[config.mk]
export PLATFORM = sky130hd
export DESIGN_NAME = song_player
export DESIGN_NICKNAME = d
export VERILOG_FILES = /design/src/rtl/game_pkg.sv /design/src/rtl/song_rom.sv /design/src/rtl/song_player.sv
export SDC_FILE = /design/constraint.sdc
export NUM_CORES = 1
export LEC_CHECK = 0
export ABC_AREA = 0
export CELL_PAD_IN_SITES_DETAIL_PLACEMENT = 0
export CELL_PAD_IN_SITES_GLOBAL_PLACEMENT = 1
export CORE_ASPECT_RATIO = 0.7
export CORE_MARGIN = 10
export CORE_UTILIZATION = 45
export DETAILED_ROUTE_END_ITERATION = 6
export PLACE_DENSITY = 0.76
export SYNTH_ARGS = -nofsm -noshare
export SYNTH_HDL_FRONTEND = slang
export SYNTH_SLANG_ARGS = --single-unit
[constraint.sdc]
create_clock -name clk -period 6.23 [get_ports clk]
set_input_delay 0.9345 -clock clk [delete_from_list [all_inputs] [get_ports clk]]
set_output_delay 0.9345 -clock clk [all_outputs]
set_load 0.02 [all_outputs]
[src/rtl/game_pkg.sv]
// game_pkg: game-flow encodings, ROM entry layout, player states and song table
package game_pkg;
    typedef enum logic [1:0] {GS_START = 2'd0, GS_MENU = 2'd1, GS_PLAY = 2'd2, GS_FINISH = 2'd3} game_state_e;
    typedef enum logic [1:0] {P_IDLE, P_LOAD, P_PLAY, P_DONE} player_state_e;
    localparam logic [3:0] NOTE_REST = 4'h0;
    localparam logic [3:0] NOTE_END = 4'hF;
    localparam int CODE_W = 4;
    localparam int DUR_W = 2;
    localparam int ENTRY_W = DUR_W + CODE_W;
    typedef struct packed {
        logic [DUR_W-1:0] dur;
        logic [CODE_W-1:0] code;
    } rom_entry_t;
    // Song 3 deliberately has no END marker so it runs to the last index.
    function automatic logic [ENTRY_W-1:0] song_entry(input logic [1:0] s, input int unsigned i);
        logic [ENTRY_W-1:0] e;
        e = {2'd0, NOTE_END};
        if (s == 2'd1) e = i == 0 ? {2'd1, 4'h1} : i == 1 ? {2'd0, NOTE_REST} : e;
        if (s == 2'd2) e = i == 0 ? {2'd0, 4'h3} : i == 1 ? {2'd1, 4'h5} : i == 2 ? {2'd0, 4'h8} : e;
        if (s == 2'd3) e = {2'd0, 4'(i % 15)};
        return e;
    endfunction
endpackage

[src/rtl/song_rom.sv]
// song_rom: synchronous-read note table, 3 songs x 2^IDX_W entries, one cycle latency
module song_rom import game_pkg::*; #(
    parameter int IDX_W = 6
) (
    input  logic               clk,
    input  logic [IDX_W+1:0]   addr,
    output logic [ENTRY_W-1:0] data
);
    logic [ENTRY_W-1:0] data_q;
    always_ff @(posedge clk) data_q <= song_entry(addr[IDX_W+1:IDX_W], 32'(addr[IDX_W-1:0]));
    assign data = data_q;
endmodule

[src/rtl/song_player.sv]
// song_player: steps a per-song note ROM at a fixed beat rate and signals end of song
module song_player import game_pkg::*; #(
    parameter int BEAT_DIV = 12_500_000,
    parameter int IDX_W = 6
) (
    input  logic       clk,
    input  logic       rst,
    input  logic [1:0] game_state,
    input  logic [1:0] song_confirm,
    output logic [3:0] note,
    output logic       note_valid,
    output logic       beat,
    output logic       playing,
    output logic [1:0] song_id,
    output logic       finish
);
    localparam int CNT_W = $clog2(BEAT_DIV + 1);

    player_state_e state_q, state_d;
    logic [1:0] song_id_q, song_id_d;
    logic [IDX_W-1:0] idx_q, idx_d;
    logic [3:0] note_q, note_d;
    logic [DUR_W-1:0] dur_q, dur_d;
    logic [CNT_W-1:0] cnt_q, cnt_d;
    logic note_valid_q, note_valid_d, beat_q, beat_d, playing_q, playing_d;
    logic finish_q, finish_d, fetch_q, fetch_d;
    logic [ENTRY_W-1:0] rom_data;
    rom_entry_t entry;
    logic wrap, abort;

    song_rom #(.IDX_W(IDX_W)) u_rom (.clk(clk), .addr({song_id_d, idx_d}), .data(rom_data));

    assign entry = rom_data;
    assign wrap = cnt_q == CNT_W'(BEAT_DIV - 1);
    assign abort = game_state == GS_START || game_state == GS_MENU;

    always_comb begin
        state_d = state_q;
        song_id_d = song_id_q;
        idx_d = idx_q;
        note_d = note_q;
        dur_d = dur_q;
        cnt_d = cnt_q;
        note_valid_d = note_valid_q;
        playing_d = playing_q;
        fetch_d = fetch_q;
        beat_d = 1'b0;
        finish_d = 1'b0;
        if ((state_q == P_LOAD || state_q == P_PLAY) && abort) begin
            state_d = P_IDLE;
            song_id_d = '0;
            idx_d = '0;
            note_d = NOTE_REST;
            note_valid_d = 1'b0;
            playing_d = 1'b0;
            fetch_d = 1'b0;
            cnt_d = '0;
        end else begin
            case (state_q)
                P_IDLE: if (song_confirm != 2'd0 && game_state == GS_MENU) begin
                    state_d = P_LOAD;
                    song_id_d = song_confirm;
                    idx_d = '0;
                    playing_d = 1'b1;
                    cnt_d = '0;
                end
                P_LOAD: begin
                    state_d = P_PLAY;
                    fetch_d = 1'b1;
                end
                P_PLAY: begin
                    cnt_d = wrap ? '0 : cnt_q + 1'b1;
                    beat_d = wrap;
                    // The fetch cycle is beat cycle 0, so each note spans exactly (dur+1) beats.
                    if (fetch_q && (entry.code == NOTE_END || &idx_q)) begin
                        state_d = P_DONE;
                        note_d = NOTE_REST;
                        note_valid_d = 1'b0;
                        playing_d = 1'b0;
                        finish_d = 1'b1;
                        fetch_d = 1'b0;
                        cnt_d = '0;
                    end else if (fetch_q) begin
                        note_d = entry.code;
                        dur_d = entry.dur;
                        note_valid_d = 1'b1;
                        fetch_d = 1'b0;
                    end else if (wrap && dur_q == '0) begin
                        idx_d = idx_q + 1'b1;
                        fetch_d = 1'b1;
                    end else if (wrap) dur_d = dur_q - 1'b1;
                end
                P_DONE: if (game_state != GS_PLAY) begin
                    state_d = P_IDLE;
                    song_id_d = '0;
                    idx_d = '0;
                end
            endcase
        end
    end

    always_ff @(posedge clk) begin
        if (rst) begin
            state_q <= P_IDLE;
            song_id_q <= '0;
            idx_q <= '0;
            note_q <= '0;
            dur_q <= '0;
            cnt_q <= '0;
            note_valid_q <= 1'b0;
            beat_q <= 1'b0;
            playing_q <= 1'b0;
            finish_q <= 1'b0;
            fetch_q <= 1'b0;
        end else begin
            state_q <= state_d;
            song_id_q <= song_id_d;
            idx_q <= idx_d;
            note_q <= note_d;
            dur_q <= dur_d;
            cnt_q <= cnt_d;
            note_valid_q <= note_valid_d;
            beat_q <= beat_d;
            playing_q <= playing_d;
            finish_q <= finish_d;
            fetch_q <= fetch_d;
        end
    end

    assign note = note_q;
    assign note_valid = note_valid_q;
    assign beat = beat_q;
    assign playing = playing_q;
    assign song_id = song_id_q;
    assign finish = finish_q;
endmodule

==> results of run 1 <==
metal layers:
metal | global-route usage | vias up | wire, um
met3 | 0.0267 | 5 | 405
met4 | 0.0302 | 0 | 51
li1 | - | 1402 | -
met5 | 0 | - | 0
met1 | 0.221 | 1220 | 4240
met2 | 0.201 | 57 | 2690
worst max-delay path: cells and delay by family:
kind,cells,cell delay (ns)
adders and majority gates,2,0.62
buffers and inverters,1,0.44
and+or+nand+nor,4,0.88
AOI/OAI and AO/OA,9,2.37
xor gates and xnor gates,1,0.20
power by group:
group          switching, mW  total, mW  internal [mW]
Sequential            0.0237      0.366          0.342
Combinational          0.161      0.254         0.0929
Clock                  0.108      0.185         0.0773
cell families (layout without fill, tap and decap cells):
| group | count (synthesis) | count (layout) | share of synthesized area |
|---|---|---|---|
| adder cells (fa/ha/maj) | 10 | 10 | 0.0412 |
| XOR/XNOR | 18 | 18 | 0.0519 |
| buffers and inverters | 24 | 36 | 0.0383 |
| AND/OR/NAND/NOR | 200 | 200 | 0.337 |
| flip-flops | 50 | 50 | 0.330 |
| multiplexers | 7 | 7 | 0.0239 |
| AO/OA/AOI/OAI | 77 | 77 | 0.178 |
cells in the final DEF (no fill, tap or decap), drive strengths merged, types with 6 or more instances in the layout:
cell and n:
and3 6, xor2 13, clkbuf 6, o21ai 13, and2 10, inv 12
dfxtp 50, nor2 54, nor3 14, nand4 11, ha 10, nand2 49
clkdlybuf4s50 15, nand3 18, nor4 6, a21oi 25
path summary, 6_finish.rpt:
path	startpoint	end	slack, ns	depth (start not counted)
hold reg to reg	note[1]	note[1]	0.45	2
setup / recovery	song_confirm[0]	u_rom.data[0]	1.0	17
setup reg to reg	state_q[0]	u_rom.data[0]	1.03	18
hold / removal	note[1]	note[1]	0.45	2
stage by stage:
stage,setup WS [ns],utilization
after floorplan,1.59,-
after global placement,0.975,0.507
after detailed placement,0.825,0.507
after CTS,1.13,0.520
after global routing,0.651,0.520
final,0.997,0.520
cell usage after synthesis (3+ instances only):
library cell / count / area share
a211oi_1: 4 / 0.0099
a21o_1: 3 / 0.0074
a21oi_1: 25 / 0.041
a31oi_1: 3 / 0.0062
and2_1: 9 / 0.019
and3_1: 5 / 0.010
and4_1: 3 / 0.0087
buf_6: 3 / 0.011
clkbuf_1: 8 / 0.0099
dfxtp_1: 50 / 0.33
ha_1: 10 / 0.041
inv_1: 12 / 0.015
mux2i_1: 5 / 0.016
nand2_1: 49 / 0.061
nand2b_1: 5 / 0.010
nand3_1: 17 / 0.028
nand4_1: 10 / 0.021
nor2_1: 53 / 0.066
nor2b_1: 5 / 0.010
nor3_1: 14 / 0.023
nor3b_1: 3 / 0.0074
nor4_1: 3 / 0.0062
nor4_2: 3 / 0.012
o21ai_0: 13 / 0.021
or2_2: 3 / 0.0062
or3_1: 4 / 0.0082
xnor2_1: 5 / 0.014
xor2_1: 13 / 0.037
state kept, by name, summed over array words and instances, names as in the netlist:
signal	count
finish	1
playing	1
cnt_q	24
note	4
dur_q	2
state_q	2
idx_q	6
beat	1
u_rom.data	5
note_valid	1
fetch_q	1
song_id	2
cell type report:
| class | count | area share |
|---|---|---|
| clock inverters | 1 | 0.00226 |
| multi-input cells | 312 | 0.577 |
| inverters | 12 | 0.0135 |
| clock buffers | 6 | 0.0218 |
| well taps | 91 | 0.0342 |
| repair buffers | 17 | 0.0497 |
| flip-flops and latches | 50 | 0.301 |
==> run_summary.xml, run 1 <==
<?xml version="1.0" encoding="UTF-8"?>
<metrics>
  <group name="sta">
    <metric name="timing_max_transition_violations_final" unit="">0</metric>
    <metric name="max_slew.worst_pin.slew" unit="ns">0.882</metric>
    <metric name="fin_worst_hold_slack" unit="ns">0.452</metric>
    <metric name="max_freq" unit="MHz">191</metric>
    <metric name="finalClockSkew" unit="ns">0.00673</metric>
    <metric name="timing.final.crit_share" unit="">0.840</metric>
    <metric name="max-slew-margin-rel" unit="">0.412</metric>
    <metric name="tns" unit="ns">0</metric>
    <metric name="fin_crit" unit="ns">5.23</metric>
    <metric name="report.final.setup_viol" unit="">0</metric>
    <metric name="finalHoldViolCount" unit="">0</metric>
    <metric name="grt_setup_unrepaired" unit="">no</metric>
  </group>
  <group name="yosys">
    <metric name="synth_warnings" unit="">0</metric>
    <metric name="netlist_instances" unit="">386</metric>
    <metric name="ys_types" unit="">67</metric>
    <metric name="ys_dominant_reg_cell" unit="">dfxtp_1</metric>
    <metric name="ys_async_sr_fraction" unit="">0</metric>
    <metric name="synth_edf_count" unit="">0</metric>
    <metric name="synthesis.area" unit="um2">3040</metric>
    <metric name="synth_seq_cells" unit="">50</metric>
    <metric name="post_synth.cell_area_avg" unit="um2">7.87</metric>
    <metric name="ys_seq_area_frac" unit="">0.330</metric>
    <metric name="synth.net_count" unit="">402</metric>
  </group>
  <group name="grt">
    <metric name="grt_overflow" unit="">0</metric>
    <metric name="grt_max_degree" unit="">22</metric>
    <metric name="via_count_of_the_first_global_routing_pass" unit="">2499</metric>
    <metric name="grt_pass1_wl" unit="um">12600</metric>
    <metric name="track_usage" unit="">0.144</metric>
    <metric name="number_of_antenna_violations_at_the_first_check_in_global_routing" unit="">0</metric>
  </group>
  <group name="cells_and_area">
    <metric name="design.final.nets" unit="">414</metric>
    <metric name="area_growth" unit="%">9.48</metric>
    <metric name="post_layout_nonfiller_instances" unit="">489</metric>
    <metric name="sequential_cell_area" unit="um2">1000</metric>
    <metric name="diodes" unit="">0</metric>
    <metric name="fill_cell_instance_count_of_the_final_layout" unit="">638</metric>
    <metric name="post_route_cells_drive_above_1_share" unit="">0.0804</metric>
    <metric name="finish.instance_area" unit="um2">3320</metric>
    <metric name="multi_input_comb_area" unit="um2">1920</metric>
  </group>
  <group name="setup_path">
    <metric name="worst-endpoint-arrival" unit="ns">5.45</metric>
    <metric name="critical_path.endpoint_type" unit="">register</metric>
    <metric name="worst-path-max-fanout" unit="">9</metric>
    <metric name="timing.critical_path.cells" unit="">clkdlybuf4s50_1, o21ai_0, a21oi_1, o21bai_1, and2_1, o21ai_0, nor4_2, ha_1, o41a_1, a211oi_4, xnor2_1, ha_1, nand4b_1, a21oi_1, a31o_2, nor3_1, o31ai_2</metric>
    <metric name="timing_worst_setup_path_type" unit="">in2reg</metric>
    <metric name="worstPathRequired" unit="ns">6.45</metric>
    <metric name="critical-path-slowest-cell" unit="">nor4_2</metric>
    <metric name="setup.worst_path.start_class" unit="">input port</metric>
    <metric name="crit_path_max_incr_delay" unit="ns">0.48</metric>
  </group>
  <group name="cts">
    <metric name="cts_tree" unit="">done</metric>
    <metric name="cts_buffers" unit="">5</metric>
    <metric name="cts_resized" unit="">0</metric>
    <metric name="worst_setup_hold_path_clk_slew" unit="ns">0.09</metric>
    <metric name="cts.sinks" unit="">50</metric>
    <metric name="clock_latency" unit="ns">0.30</metric>
    <metric name="ctsRootBufferMaster" unit="">clkbuf_8</metric>
    <metric name="post_cts_hold_fix_bufs" unit="">0</metric>
    <metric name="h_tree_lvl_count" unit="">2</metric>
    <metric name="clock_tree.buffer_depth" unit="">2</metric>
    <metric name="cts.repair_timing.setup_buffer_count" unit="">0</metric>
  </group>
  <group name="routing">
    <metric name="detailed_routing_iterations_pass_1" unit="">4</metric>
    <metric name="drtIter0Drc" unit="">179</metric>
    <metric name="route.final.wire_length" unit="um">7390</metric>
    <metric name="vias_per_cell" unit="">5.49</metric>
    <metric name="routed_wire_length_per_instance" unit="um">15.1</metric>
    <metric name="drc_errors" unit="">0</metric>
    <metric name="ant_nets" unit="">0</metric>
    <metric name="dr_total_vias" unit="">2684</metric>
  </group>
  <group name="place">
    <metric name="post-place-cells" unit="">482</metric>
    <metric name="instance_area_after_placement" unit="um2">3240</metric>
    <metric name="number_of_buffers_added_on_ports" unit="">15</metric>
    <metric name="detailed_place_hpwl" unit="um">5700</metric>
    <metric name="gp_routability_congestion" unit="">0.859</metric>
  </group>
  <group name="run_status">
    <metric name="outcome" unit="">finished, final reports clean</metric>
  </group>
  <group name="floorplanning">
    <metric name="placementRows" unit="">24</metric>
    <metric name="initial_utilization" unit="">0.475</metric>
    <metric name="boundaryPins" unit="">16</metric>
    <metric name="fp.dieArea" unit="um2">10500</metric>
    <metric name="die_width" unit="um">118</metric>
    <metric name="placeableCoreArea" unit="um2">6400</metric>
    <metric name="chipHeight" unit="um">88.7</metric>
  </group>
  <group name="power">
    <metric name="vdd_ir_drop_max" unit="mV">0.0975</metric>
    <metric name="cellPowerDensity" unit="nW/um2">242</metric>
    <metric name="design_power_total" unit="mW">0.804</metric>
    <metric name="leakagePower" unit="nW">1.13</metric>
  </group>
  <group name="run">
    <metric name="max-cap-violations" unit="">0</metric>
  </group>
  <group name="min_path">
    <metric name="worst_hold_path_type" unit="">reg2reg</metric>
  </group>
</metrics>
Power figures use the tool's default switching activity.
==> run 2, diff against run 1 <==
==> constraint.sdc (replaced) <==
create_clock -name clk -period 5.3 [get_ports clk]
set_input_delay 0.795 -clock clk [delete_from_list [all_inputs] [get_ports clk]]
set_output_delay 0.795 -clock clk [all_outputs]
set_load 0.02 [all_outputs]
==> run_summary.xml, run 2 (synthesized netlist as in run 1, its figures left out) <==
<?xml version="1.0" encoding="UTF-8"?>
<metrics>
  <group name="run_status">
    <metric name="outcome" unit="">finished, final reports clean</metric>
  </group>
  <group name="grt">
    <metric name="via_count_of_the_first_global_routing_pass" unit="">2362</metric>
    <metric name="grt_pass1_wl" unit="um">12100</metric>
    <metric name="grt_overflow" unit="">0</metric>
    <metric name="number_of_antenna_violations_at_the_first_check_in_global_routing" unit="">0</metric>
    <metric name="grt_max_degree" unit="">22</metric>
    <metric name="track_usage" unit="">0.141</metric>
  </group>
  <group name="cts">
    <metric name="worst_setup_hold_path_clk_slew" unit="ns">0.10</metric>
    <metric name="cts_buffers" unit="">5</metric>
    <metric name="cts_resized" unit="">0</metric>
    <metric name="cts.repair_timing.setup_buffer_count" unit="">0</metric>
    <metric name="cts_tree" unit="">done</metric>
    <metric name="h_tree_lvl_count" unit="">2</metric>
    <metric name="cts.sinks" unit="">50</metric>
    <metric name="clock_latency" unit="ns">0.31</metric>
    <metric name="ctsRootBufferMaster" unit="">clkbuf_8</metric>
    <metric name="post_cts_hold_fix_bufs" unit="">0</metric>
    <metric name="clock_tree.buffer_depth" unit="">2</metric>
  </group>
  <group name="sta">
    <metric name="tns" unit="ns">0</metric>
    <metric name="grt_setup_unrepaired" unit="">no</metric>
    <metric name="fin_crit" unit="ns">4.74</metric>
    <metric name="max_freq" unit="MHz">211</metric>
    <metric name="max_slew.worst_pin.slew" unit="ns">0.930</metric>
    <metric name="finalClockSkew" unit="ns">0.00944</metric>
    <metric name="report.final.setup_viol" unit="">0</metric>
    <metric name="timing.final.crit_share" unit="">0.895</metric>
    <metric name="timing_max_transition_violations_final" unit="">0</metric>
    <metric name="max-slew-margin-rel" unit="">0.380</metric>
    <metric name="final_critical_path_setup_slack" unit="ns">0.557</metric>
    <metric name="finalHoldViolCount" unit="">0</metric>
  </group>
  <group name="power">
    <metric name="cellPowerDensity" unit="nW/um2">284</metric>
    <metric name="combinational_group_share_of_total_power" unit="">0.314</metric>
    <metric name="switching_power" unit="mW">0.349</metric>
    <metric name="sequentialPowerShare" unit="">0.450</metric>
    <metric name="design_power_total" unit="mW">0.955</metric>
    <metric name="vdd_ir_drop_max" unit="mV">0.116</metric>
    <metric name="cellInternalPower" unit="mW">0.607</metric>
    <metric name="leakagePower" unit="nW">1.16</metric>
    <metric name="power_frac_clock" unit="">0.237</metric>
    <metric name="sw_frac_of_total" unit="">0.365</metric>
  </group>
  <group name="routing">
    <metric name="routed_wire_length_per_instance" unit="um">14.9</metric>
    <metric name="route.final.wire_length" unit="um">7350</metric>
    <metric name="dr_total_vias" unit="">2722</metric>
    <metric name="detailed_routing_iterations_pass_1" unit="">4</metric>
    <metric name="ant_nets" unit="">0</metric>
    <metric name="drc_errors" unit="">0</metric>
    <metric name="vias_per_cell" unit="">5.50</metric>
    <metric name="drtIter0Drc" unit="">164</metric>
  </group>
  <group name="cells_and_area">
    <metric name="area_growth" unit="%">10.9</metric>
    <metric name="finish.instance_area" unit="um2">3370</metric>
    <metric name="final_common_cell" unit="">nor2_1</metric>
    <metric name="post_route_cells_drive_above_1_share" unit="">0.0941</metric>
    <metric name="design.final.nets" unit="">419</metric>
    <metric name="layout_common_cells" unit="">nor2_1 (53), dfxtp_1 (50), nand2_1 (49)</metric>
    <metric name="largest_register_ffs" unit="">24</metric>
    <metric name="registers.top_by_ff_count" unit="">cnt_q</metric>
    <metric name="diodes" unit="">0</metric>
  </group>
  <group name="setup_path">
    <metric name="worstPathRequired" unit="ns">5.53</metric>
    <metric name="setup.worst_path.start_class" unit="">register</metric>
    <metric name="critical_path.endpoint_type" unit="">register</metric>
    <metric name="startpoint" unit="">cnt_q[1]</metric>
    <metric name="worst-endpoint-arrival" unit="ns">4.97</metric>
    <metric name="reg2reg_from" unit="">cnt_q[1]</metric>
    <metric name="timing_worst_setup_path_type" unit="">reg2reg</metric>
    <metric name="worst-path-max-fanout" unit="">9</metric>
  </group>
  <group name="run">
    <metric name="max-cap-violations" unit="">0</metric>
  </group>
  <group name="floorplanning">
    <metric name="die_width" unit="um">118</metric>
    <metric name="fp.dieArea" unit="um2">10500</metric>
    <metric name="chipHeight" unit="um">88.7</metric>
    <metric name="initial_utilization" unit="">0.475</metric>
    <metric name="placementRows" unit="">24</metric>
    <metric name="boundaryPins" unit="">16</metric>
    <metric name="placeableCoreArea" unit="um2">6400</metric>
  </group>
  <group name="place">
    <metric name="detailed_place_hpwl" unit="um">5710</metric>
    <metric name="instance_area_after_placement" unit="um2">3280</metric>
    <metric name="number_of_buffers_added_on_ports" unit="">15</metric>
    <metric name="gp_routability_congestion" unit="">0.873</metric>
    <metric name="dp_worst_setup_slack" unit="ns">0.430</metric>
  </group>
  <group name="min_path">
    <metric name="min-delay-start" unit="">note[0]</metric>
    <metric name="worst_hold_path_type" unit="">reg2reg</metric>
  </group>
</metrics>
-- run 2: cell types whose count changed in the layout (fill, tap and decap cells not counted) --
cell	delta
buf_4	+5
clkinv_2	+1
clkinv_4	+1
clkinvlp_4	-1
-- run 2: worst max-delay path, stage by stage, from the launching register on --
cell	delay [ns]
dfxtp_1	0.42
ha_1	0.29
nand2_1	0.08
or4_4	0.53
nor4_2	0.29
mux2_2	0.22
and2_1	0.34
nor2_1	0.09
a211oi_1	0.44
ha_1	0.34
o2111a_2	0.29
a211oi_4	0.07
xnor2_1	0.21
ha_1	0.29
nand4_1	0.13
a21oi_1	0.19
a31o_2	0.17
nor3_1	0.06
o31ai_2	0.21
-- run 2: final timing paths --
path	cells after the start	slack [ns]	endpoint
setup / recovery	18	0.56	u_rom.data[0]
hold / removal	2	0.46	note[0]
setup reg to reg	18	0.56	u_rom.data[0]
hold reg to reg	2	0.46	note[0]
-- run 2: layout make-up --
class	instances	area [um2]
clock inverters	2	13.8
repair buffers	22	203
flip-flops and latches	50	1000
inverters	12	45.0
fillers	646	3030
multi-input cells	312	1920
well taps	91	114
clock buffers	6	72.6
-- run 2: power groups by stage --
| stage | sequential (mW) | combinational, mW | clock [mW] |
|---|---|---|---|
| 6_report | 0.429 | 0.300 | 0.226 |
| 5_1_grt | 0.432 | 0.334 | 0.247 |
| 4_1_cts | 0.429 | 0.300 | 0.235 |
| 3_5_place_dp | 0.438 | 0.298 | 0 |
| 3_3_place_gp | 0.438 | 0.299 | 0 |
| 2_1_floorplan | 0.433 | 0.216 | 0 |
-- run 2: metrics by stage --
stage	util	cells	hold WS, ns
finish	0.527	495	0.455
global route	0.527	495	0.481
CTS	0.527	495	0.458
detailed placement	0.513	487	0.444
global placement	0.513	487	0.439
floorplan	-	386	0.443
-- run 2: per-layer routing --
layer  up-vias  global-route usage  wire (um)
met2        59               0.189       2680
met5         -                   0          0
met3         7              0.0299        386
met4         0              0.0336         58
li1       1413                   -          -
met1      1243               0.217       4230
==> run 3, diff against run 2 <==
--- a/config.mk
+++ b/config.mk
@@ -12,7 +12,9 @@
 export CORE_MARGIN = 10
 export CORE_UTILIZATION = 45
 export DETAILED_ROUTE_END_ITERATION = 6
+export GPL_TIMING_DRIVEN = 0
 export PLACE_DENSITY = 0.76
+export SKIP_CTS_REPAIR_TIMING = 1
 export SYNTH_ARGS = -nofsm -noshare
 export SYNTH_HDL_FRONTEND = slang
 export SYNTH_SLANG_ARGS = --single-unit
==> run_summary.xml, run 3 (synthesized netlist as in run 1, its figures left out) <==
<?xml version="1.0" encoding="UTF-8"?>
<metrics>
  <group name="run">
    <metric name="max-cap-violations" unit="">0</metric>
  </group>
  <group name="setup_path">
    <metric name="worstPathRequired" unit="ns">5.51</metric>
    <metric name="timing_worst_setup_path_type" unit="">reg2reg</metric>
    <metric name="timing.critical_path.cells" unit="">ha_2, nand2_1, or4_4, nor3_1, mux2_2, and2_1, nor4_2, buf_4, ha_1, o41a_1, a211oi_4, xnor2_1, ha_2, nand4b_1, a21oi_1, a31o_2, nor3_1, o31ai_2</metric>
    <metric name="critical_path.endpoint_type" unit="">register</metric>
    <metric name="crit_path_max_incr_delay" unit="ns">0.54</metric>
    <metric name="worst-endpoint-arrival" unit="ns">5.19</metric>
    <metric name="critical-path-slowest-cell" unit="">or4_4</metric>
    <metric name="setup.worst_path.start_class" unit="">register</metric>
    <metric name="worst-path-max-fanout" unit="">7</metric>
  </group>
  <group name="grt">
    <metric name="grt_pass1_wl" unit="um">12800</metric>
    <metric name="grt_max_degree" unit="">16</metric>
    <metric name="track_usage" unit="">0.148</metric>
    <metric name="via_count_of_the_first_global_routing_pass" unit="">2460</metric>
    <metric name="grt_overflow" unit="">0</metric>
    <metric name="number_of_antenna_violations_at_the_first_check_in_global_routing" unit="">0</metric>
  </group>
  <group name="routing">
    <metric name="detailed_routing_iterations_pass_1" unit="">4</metric>
    <metric name="dr_total_vias" unit="">2773</metric>
    <metric name="drtIter0Drc" unit="">195</metric>
    <metric name="vias_per_cell" unit="">5.53</metric>
    <metric name="ant_nets" unit="">0</metric>
    <metric name="drc_errors" unit="">0</metric>
    <metric name="routed_wire_length_per_instance" unit="um">15.0</metric>
    <metric name="route.final.wire_length" unit="um">7520</metric>
  </group>
  <group name="power">
    <metric name="cellPowerDensity" unit="nW/um2">281</metric>
    <metric name="sequentialPowerShare" unit="">0.441</metric>
    <metric name="power_frac_clock" unit="">0.228</metric>
    <metric name="switching_power" unit="mW">0.352</metric>
    <metric name="leakagePower" unit="nW">1.17</metric>
    <metric name="cellInternalPower" unit="mW">0.604</metric>
    <metric name="vdd_ir_drop_max" unit="mV">0.138</metric>
    <metric name="combinational_group_share_of_total_power" unit="">0.331</metric>
    <metric name="sw_frac_of_total" unit="">0.368</metric>
  </group>
  <group name="cts">
    <metric name="h_tree_lvl_count" unit="">2</metric>
    <metric name="worst_setup_hold_path_clk_slew" unit="ns">0.09</metric>
    <metric name="cts_buffers" unit="">5</metric>
    <metric name="ctsRootBufferMaster" unit="">clkbuf_8</metric>
    <metric name="clock_latency" unit="ns">0.30</metric>
    <metric name="cts_tree" unit="">done</metric>
    <metric name="cts.sinks" unit="">50</metric>
    <metric name="clock_tree.buffer_depth" unit="">2</metric>
  </group>
  <group name="place">
    <metric name="detailed_place_hpwl" unit="um">5910</metric>
    <metric name="number_of_buffers_added_on_ports" unit="">15</metric>
    <metric name="gp_routability_congestion" unit="">0.846</metric>
    <metric name="dp_worst_setup_slack" unit="ns">-0.191</metric>
    <metric name="post-place-cells" unit="">492</metric>
  </group>
  <group name="min_path">
    <metric name="worst_hold_path_type" unit="">reg2reg</metric>
  </group>
  <group name="cells_and_area">
    <metric name="fill_cell_instance_count_of_the_final_layout" unit="">660</metric>
    <metric name="registers.top_by_ff_count" unit="">cnt_q</metric>
    <metric name="post_route_cells_drive_above_1_share" unit="">0.0976</metric>
    <metric name="area_growth" unit="%">12.2</metric>
    <metric name="diodes" unit="">0</metric>
    <metric name="final_common_cell" unit="">nor2_1</metric>
    <metric name="largest_register_ffs" unit="">24</metric>
    <metric name="layout_common_cells" unit="">nor2_1 (53), dfxtp_1 (50), nand2_1 (49)</metric>
    <metric name="post-route-util" unit="">0.533</metric>
    <metric name="post_layout_nonfiller_instances" unit="">501</metric>
    <metric name="design.final.nets" unit="">426</metric>
  </group>
  <group name="sta">
    <metric name="finalClockSkew" unit="ns">0.00979</metric>
    <metric name="timing_max_transition_violations_final" unit="">0</metric>
    <metric name="finalHoldViolCount" unit="">0</metric>
    <metric name="tns" unit="ns">0</metric>
    <metric name="timing.final.crit_share" unit="">0.940</metric>
    <metric name="max_slew.worst_pin.slew" unit="ns">0.584</metric>
    <metric name="final_critical_path_setup_slack" unit="ns">0.319</metric>
    <metric name="grt_setup_unrepaired" unit="">no</metric>
    <metric name="max_freq" unit="MHz">201</metric>
    <metric name="report.final.setup_viol" unit="">0</metric>
    <metric name="max-slew-margin-rel" unit="">0.611</metric>
    <metric name="fin_crit" unit="ns">4.98</metric>
  </group>
  <group name="floorplanning">
    <metric name="placementRows" unit="">24</metric>
    <metric name="fp.dieArea" unit="um2">10500</metric>
    <metric name="boundaryPins" unit="">16</metric>
    <metric name="die_width" unit="um">118</metric>
    <metric name="initial_utilization" unit="">0.475</metric>
    <metric name="chipHeight" unit="um">88.7</metric>
    <metric name="placeableCoreArea" unit="um2">6400</metric>
  </group>
  <group name="run_status">
    <metric name="outcome" unit="">finished, final reports clean</metric>
  </group>
</metrics>
## run 3: cell count changes in the layout (fill, tap and decap cells not counted), sizes merged
| cell | delta |
|---|---|
| clkbuf | +7 |
| buf | -1 |
| clkinv | -1 |
| inv | +1 |
## run 3: worst paths after layout
path / from / depth (start not counted) / to / slack [ns]
min: note[1] / 2 / note[1] / 0.45
max: cnt_q[0] / 18 / u_rom.data[0] / 0.32
min reg2reg: note[1] / 2 / note[1] / 0.45
max reg2reg: cnt_q[0] / 18 / u_rom.data[0] / 0.32
## run 3: area by class of cell
class	instances	area, um2	area share
Multi-Input combinational cell	312	1930	0.566
Sequential cell	50	1000	0.294
Timing Repair Buffer	17	165	0.0485
Tap cell	91	114	0.0334
Buffer	12	71.3	0.0209
Clock buffer	5	68.8	0.0202
Inverter	12	45.0	0.0132
Clock inverter	2	13.8	0.00404
## run 3: stage by stage
stage          instance area (um2)  hold WS, ns  power [mW]
3_3_place_gp                  3300        0.439       0.744
5_1_grt                       3410        0.474        1.03
2_1_floorplan                 3040        0.443       0.649
4_1_cts                       3380        0.458       0.967
6_report                      3410        0.452       0.956
3_5_place_dp                  3300        0.445       0.743
## run 3: worst max-delay path, delay by kind of cell (launching register included)
kind,cells,cell delay [ns]
AOI/OAI and AO/OA,5,1.47
and+or+nand+nor,7,1.42
adders and majority gates,3,0.78
DFF,1,0.44
muxes,1,0.37
xor gates and xnor gates,1,0.21
buffers and inverters,1,0.18
## run 3: power groups by stage
stage               Clock, mW  Sequential [mW]  Combinational [mW]
finish                  0.218            0.422               0.317
detailed placement          0            0.430               0.313
floorplan                   0            0.433               0.216
global placement            0            0.430               0.313
CTS                     0.231            0.421               0.315
global route            0.247            0.426               0.356
## run 3: layer usage
layer	GRT usage	part of all wire
met1	0.236	0.57
met4	0.0201	0.0041
met5	0	0
met2	0.197	0.37
met3	0.0293	0.058
